File: config.mk
export PLATFORM = sky130hd
export DESIGN_NAME = ebpc_out_arbiter
export DESIGN_NICKNAME = d
export VERILOG_FILES = /design/src/rtl/ebpc_out_arbiter.sv
export SDC_FILE = /design/constraint.sdc
export NUM_CORES = 1
export LEC_CHECK = 0
export CAP_MARGIN = 30
export CORE_ASPECT_RATIO = 0.5
export CORE_MARGIN = 10
export CORE_UTILIZATION = 35
export CTS_BUF_LIST = sky130_fd_sc_hd__clkbuf_8
export DETAILED_ROUTE_END_ITERATION = 16
export GPL_TIMING_DRIVEN = 1
export SYNTH_ARGS = -nofsm -noshare
export SYNTH_HDL_FRONTEND = slang
export SYNTH_SLANG_ARGS = --single-unit
File: constraint.sdc
create_clock -name clk_i -period 3 [get_ports clk_i]
set_clock_uncertainty 0.05 [all_clocks]
set_input_delay 0.75 -clock clk_i [delete_from_list [all_inputs] [get_ports clk_i]]
set_output_delay 0.75 -clock clk_i [all_outputs]
set_load 0.01 [all_outputs]
File: src/rtl/ebpc_out_arbiter.sv
// Round-robin packet arbiter merging the BPC and ZNZ encoder streams onto one
// registered output port; each output word carries a source tag and a burst-break flag.
module ebpc_out_arbiter #(
  parameter  int DATA_W    = 8,
  parameter  int BURST_MAX = 16,
  localparam int CNT_W     = $clog2(BURST_MAX + 1)
) (
  input  logic              clk_i,
  input  logic              rst_i,
  input  logic [DATA_W-1:0] bpc_data_i,
  input  logic              bpc_last_i,
  input  logic              bpc_vld_i,
  output logic              bpc_rdy_o,
  input  logic [DATA_W-1:0] znz_data_i,
  input  logic              znz_last_i,
  input  logic              znz_vld_i,
  output logic              znz_rdy_o,
  output logic [DATA_W-1:0] data_o,
  output logic              last_o,
  output logic              src_o,
  output logic              brk_o,
  output logic              vld_o,
  input  logic              rdy_i
);

  typedef enum logic [1:0] {
    IDLE,
    GNT_BPC,
    GNT_ZNZ
  } state_e;

  state_e             state_q, state_d;
  logic               ptr_q, ptr_d;
  logic [CNT_W-1:0]   cnt_q, cnt_d;

  logic               out_free;
  logic               acc;
  logic               acc_last;
  logic [DATA_W-1:0]  acc_data;
  logic               at_limit;
  logic               grant_end;

  // Readies are masked during reset so nothing is accepted on the reset edge.
  assign out_free  = ~vld_o | rdy_i;
  assign bpc_rdy_o = ~rst_i & (state_q == GNT_BPC) & out_free;
  assign znz_rdy_o = ~rst_i & (state_q == GNT_ZNZ) & out_free;
  assign acc       = (bpc_rdy_o & bpc_vld_i) | (znz_rdy_o & znz_vld_i);
  assign acc_data  = (state_q == GNT_ZNZ) ? znz_data_i : bpc_data_i;
  assign acc_last  = (state_q == GNT_ZNZ) ? znz_last_i : bpc_last_i;
  assign at_limit  = (cnt_q == CNT_W'(BURST_MAX - 1));
  assign grant_end = acc & (acc_last | at_limit);

  always_ff @(posedge clk_i) begin
    if (rst_i) begin
      state_q <= IDLE;
      ptr_q   <= 1'b0;
      cnt_q   <= '0;
    end else begin
      state_q <= state_d;
      ptr_q   <= ptr_d;
      cnt_q   <= cnt_d;
    end
  end

  // A finished grant always hands priority to the other input; re-granting the
  // same input therefore has to go through IDLE.
  always_comb begin
    state_d = state_q;
    ptr_d   = ptr_q;
    cnt_d   = cnt_q;
    case (state_q)
      IDLE: begin
        cnt_d = '0;
        if (bpc_vld_i && znz_vld_i) begin
          state_d = ptr_q ? GNT_ZNZ : GNT_BPC;
        end else if (bpc_vld_i) begin
          state_d = GNT_BPC;
        end else if (znz_vld_i) begin
          state_d = GNT_ZNZ;
        end
      end
      GNT_BPC: begin
        if (grant_end) begin
          ptr_d   = 1'b1;
          cnt_d   = '0;
          state_d = znz_vld_i ? GNT_ZNZ : IDLE;
        end else if (acc) begin
          cnt_d = cnt_q + 1'b1;
        end
      end
      GNT_ZNZ: begin
        if (grant_end) begin
          ptr_d   = 1'b0;
          cnt_d   = '0;
          state_d = bpc_vld_i ? GNT_BPC : IDLE;
        end else if (acc) begin
          cnt_d = cnt_q + 1'b1;
        end
      end
      default: begin
        state_d = IDLE;
        cnt_d   = '0;
      end
    endcase
  end

  always_ff @(posedge clk_i) begin
    if (rst_i) begin
      data_o <= '0;
      last_o <= 1'b0;
      src_o  <= 1'b0;
      brk_o  <= 1'b0;
      vld_o  <= 1'b0;
    end else if (acc) begin
      data_o <= acc_data;
      last_o <= acc_last;
      src_o  <= (state_q == GNT_ZNZ);
      brk_o  <= at_limit & ~acc_last;
      vld_o  <= 1'b1;
    end else if (rdy_i) begin
      vld_o  <= 1'b0;
    end
  end

endmodule

==> results of run 1 <==
-- worst max-delay path, cell delays in order --
cell and delay, ns:
clkdlybuf4s50_1 0.41, or2b_2 0.30, and3_1 0.18, clkdlybuf4s50_1 0.47
-- area by class of cell --
type	count	area (sq um)
clock buffer	3	41.29
clock inverter	1	30.03
sequential	20	400.4
fill	294	1429
tap	40	50.05
inverter	7	26.28
timing repair buffer	41	397.9
multi-input combinational	89	655.6
-- final timing paths --
check,from,endpoint,slack [ns]
worst max-delay path,rdy_i,bpc_rdy_o,0.09
worst min-delay path,brk_o$_SDFFE_PP0P_,brk_o$_SDFFE_PP0P_,0.41
worst max register to register,state_q[0]$_SDFFE_PP0P_,cnt_q[4]$_SDFFE_PP0P_,0.92
worst min register to register,brk_o$_SDFFE_PP0P_,brk_o$_SDFFE_PP0P_,0.41
-- cell usage in the layout (no fill, tap or decap), types with 2 or more instances in the layout --
cell	count
nand3_1	4
buf_4	5
or4b_1	2
nand2_1	9
clkdlybuf4s50_1	36
o21ai_0	4
nor2_1	13
dfxtp_1	20
ha_1	6
a21oi_1	10
mux2i_1	8
inv_1	6
and3_1	3
clkbuf_8	3
a211oi_1	10
-- logic make-up after synthesis --
| family | count (synthesis) | share of synthesized area |
|---|---|---|
| buffers and inverters | 13 | 0.05486 |
| multiplexers | 10 | 0.09742 |
| AO/OA/AOI/OAI | 32 | 0.2262 |
| XOR/XNOR | 1 | 0.007840 |
| AND/OR/NAND/NOR | 40 | 0.1882 |
| adder cells (fa/ha/maj) | 6 | 0.06719 |
| flip-flops | 20 | 0.3583 |
-- synth_stat cells, types with 2 or more instances --
master,n
o21ai_0,4
nand3_1,4
nor2_1,13
a211oi_1,10
a21oi_1,10
dfxtp_1,20
inv_1,6
ha_1,6
mux2i_1,8
nand2_1,9
and3_1,3
or4b_1,2
buf_2,4
-- metrics by stage --
| stage | cell area (sq um) | setup WS, ns |
|---|---|---|
| detailed placement | 1530 | 0.08118 |
| CTS | 1602 | 0.07267 |
| global route | 1602 | 0.03979 |
| floorplan | 1117 | 0.7784 |
| finish | 1602 | 0.08598 |
| global placement | 1530 | 0.08760 |
-- flip-flops by register name (all words and copies together), names as in the netlist --
name / flops
brk_o: 1
last_o: 1
vld_o: 1
state_q: 2
cnt_q: 5
src_o: 1
ptr_q: 1
data_o: 8
-- per-layer routing --
metal  vias to the layer above  wire length, microns  track usage
met5                         -                     0            0
met4                         0                    25      0.02637
met3                         2                   181      0.04488
met2                        25                  1215       0.1421
met1                       451                  1316       0.1162
li1                        514                     -            -
-- power breakdown --
part           switching, mW  internal, mW
clock                 0.0907         0.178
combinational          0.278         0.262
sequential            0.0321         0.314
==> results.ini, run 1 <==
[floorplanning]
die_y_microns=59.95
dieArea_sq_mm=0.005989
io_pins=37
coreArea_sq_mm=0.003030
initial_utilization=0.3687
die_w_microns=99.91
rows=14

[placed_design]
gp_congestion=0.7944
hpwl_microns=2182
dp.cells=197
portBuffers=36

[timing]
slew_headroom=0.7430
rsz0062_at_grt=no
timing.fmax_ghz=0.3432
tns_ns=0
worstMarginPinSlew_ns=0.3780
finalSetupViolCount=0
min_period_ns=2.914
fin_crit_sh=0.9713
slew_viol_final=0
holdWs_ns=0.4071
hold_viol=0

[power]
peakVddDrop_mv=0.2988
powerDensity_mw_per_mm2=721.0
leakagePower_nw=0.5653
total_power_mw=1.155

[clock_tree]
post_cts_buffers=0
ctsResizeCount=0
h-tree-depth=1
path_clk_slew_ns=0.07
cts_hold_buf=0
tritoncts_num_sinks=20
cts_tree=yes
cts_buffer_depth=2
insertion_delay_ns=0.26
cts-root-buf=clkbuf_8
cts_buffers=3

[finish]
antenna_cells=0
area_growth_pct=43.34
nNetsFinal=191
fin_cells=201
final_util=0.5285
drive_above_1_share=0.1242

[routing]
via_count=992
remaining_drc_errors=0
wl_microns=2738
dr.first_iter.drc_count=30
drtPass1Iterations=4
routed_via_density=4.935
antenna_left=0
wl_per_cell_microns=13.62

[synthesis]
synth_cell_types=36
netlist_top_cells_area=dfxtp_1 (36%), mux2i_1 (7.2%), a211oi_1 (6.7%)
ys.flop_type=dfxtp_1
synth_top_area_share=0.3583
synth_edf_count=0
synth-seq-cells=20
syn_area_sq_mm=0.001117
yosys_warnings=0
synth_top_cell_by_area=dfxtp_1
postSynthAreaPerCell_sq_um=9.158
ys_seq_area_frac=0.3583
synthCells=122
syn-num-nets=151
synthArstFlopShare=0

[setup_path]
ff2ff_path_depth=7
worst_setup_path_end_kind=output pin
critical_path_class=primary input to output pin
worst-endpoint-arrival_ns=2.11
required_ns=2.20
cp_max_fo=2
critPathLaunchType=primary input

[outcome]
status=completed

[grt]
grt_pass1_wl_microns=4554
grt_max_degree=26
antenna_found_initial=0
grt.overflow.total=0
grt_usage=0.09386
grt_pass1_vias=959

[min_path]
hp-class=register to register
whs_path_depth=2

[job]
timing.max_cap.violations=0

(Power assumes the default switching activity.)
==> run 2, diff against run 1 <==
- ABC_CLOCK_PERIOD_IN_PS: default -> 3000
- CORE_ASPECT_RATIO: 0.5 -> 2
==> results.ini, run 2 (synthesis results as in run 1) <==
[floorplanning]
initial_utilization=0.3581
rows=29
die_w_microns=59.95
io_pins=37
die_y_microns=99.91
dieArea_sq_mm=0.005989
coreArea_sq_mm=0.003120

[finish]
fillCellCount=310
area_growth_pct=41.55
nNetsFinal=192
top_regs=data_o x8, cnt_q x5, state_q x2
fin_cells=193
mostFrequentLayoutCells=clkdlybuf4s50_1 (36), dfxtp_1 (20), nor2_1 (13)
design_area_sq_mm=0.001582
antenna_cells=0
largest_reg_flops=8
drive_above_1_share=0.1296
top_register=data_o
layout_commonest_cell=clkdlybuf4s50_1
final_util=0.5068

[timing]
slew_viol_final=0
setup_slack_ns=0.07771
rsz0062_at_grt=no
slew_headroom=0.7642
holdWs_ns=0.4080
timing.fmax_ghz=0.3422
fin_crit_sh=0.9741
min_period_ns=2.922
finalSetupViolCount=0
worstMarginPinSlew_ns=0.3537
hold_viol=0
tns_ns=0

[clock_tree]
cts_hold_buf=0
cts_tree=yes
h-tree-depth=1
ctsResizeCount=0
cts_buffers=3
path_clk_slew_ns=0.07
cts_buffer_depth=2
tritoncts_num_sinks=20
post_cts_buffers=0
cts-root-buf=clkbuf_8
insertion_delay_ns=0.26

[placed_design]
gp_congestion=0.9194
placed_area_sq_mm=0.001526
post-place-ws_ns=0.07004
hpwl_microns=2478
portBuffers=36
dp.cells=189

[setup_path]
worst_setup_path_end_kind=output pin
cp_common_cell=clkdlybuf4s50_1
crit_path_max_incr_delay_ns=0.48
cp_slowest_cell=clkdlybuf4s50_1
worstPathCellList=clkdlybuf4s50_1 > or2b_2 > and3_1 > clkdlybuf4s50_1
critical_path_class=primary input to output pin
required_ns=2.20
worst-endpoint-arrival_ns=2.12
critPathTopFamily=buffers and inverters
critPathLaunchType=primary input
worstPathBufferInverterCount=2
cp_max_fo=2

[min_path]
hp-class=register to register

[grt]
grt.overflow.total=0
antenna_found_initial=0
grt_pass1_wl_microns=5119
grt_pass1_vias=1103
grt_usage=0.1060
grt_max_degree=26

[routing]
wl_per_cell_microns=15.48
routed_via_density=5.358
drtPass1Iterations=2
via_count=1034
antenna_left=0
dr.first_iter.drc_count=11
remaining_drc_errors=0
wl_microns=2988

[power]
powerDensity_mw_per_mm2=693.4
peakVddDrop_mv=0.3475
total_power_mw=1.097
leakagePower_nw=0.5638

[job]
timing.max_cap.violations=0

[outcome]
status=completed

[run 2: changes by cell type in the layout (fill, tap and decap cells not counted)]
| cell | before | now |
|---|---|---|
| bufinv_16 | 1 | 0 |
| clkbuf_8 | 3 | 4 |
| buf_4 | 5 | 6 |
[run 2: path summary, 6_finish.rpt]
check | start | endpoint | slack, ns | cells past startpoint
setup / recovery | rdy_i | bpc_rdy_o | 0.08 | 4
hold / removal | src_o$_SDFFE_PP0P_ | src_o$_SDFFE_PP0P_ | 0.41 | 2
setup reg to reg | state_q[0]$_SDFFE_PP0P_ | cnt_q[4]$_SDFFE_PP0P_ | 0.98 | 7
hold reg to reg | src_o$_SDFFE_PP0P_ | src_o$_SDFFE_PP0P_ | 0.41 | 2
[run 2: area by class of cell]
class / count / area, sq um / share of cell area
Tap cell: 31 / 38.79 / 0.02453
Inverter: 7 / 26.28 / 0.01661
Multi-Input combinational cell: 89 / 655.6 / 0.4146
Timing Repair Buffer: 42 / 405.4 / 0.2563
Clock buffer: 4 / 55.05 / 0.03481
Sequential cell: 20 / 400.4 / 0.2532
[run 2: power by group]
group	internal [mW]	leakage [nW]	total (mW)	switching (mW)
clock network	0.117	0.0288	0.204	0.0876
registers	0.314	0.162	0.346	0.0321
logic	0.263	0.373	0.546	0.283
[run 2: per-layer routing]
layer / global-route usage / part of all wire / routed length [microns]
met1: 0.1054 / 0.37 / 1100
met2: 0.1728 / 0.50 / 1484
met3: 0.05057 / 0.10 / 311
met4: 0.05729 / 0.030 / 91
met5: 0 / 0 / 0
[run 2: worst register-to-register path, stage by stage, from the launching register on]
cell and delay, ns:
dfxtp_1 0.34, inv_1 0.10, ha_1 0.17, buf_4 0.27, mux2i_2 0.38, a2111oi_2 0.13, or2_1 0.29, a211oi_1 0.22
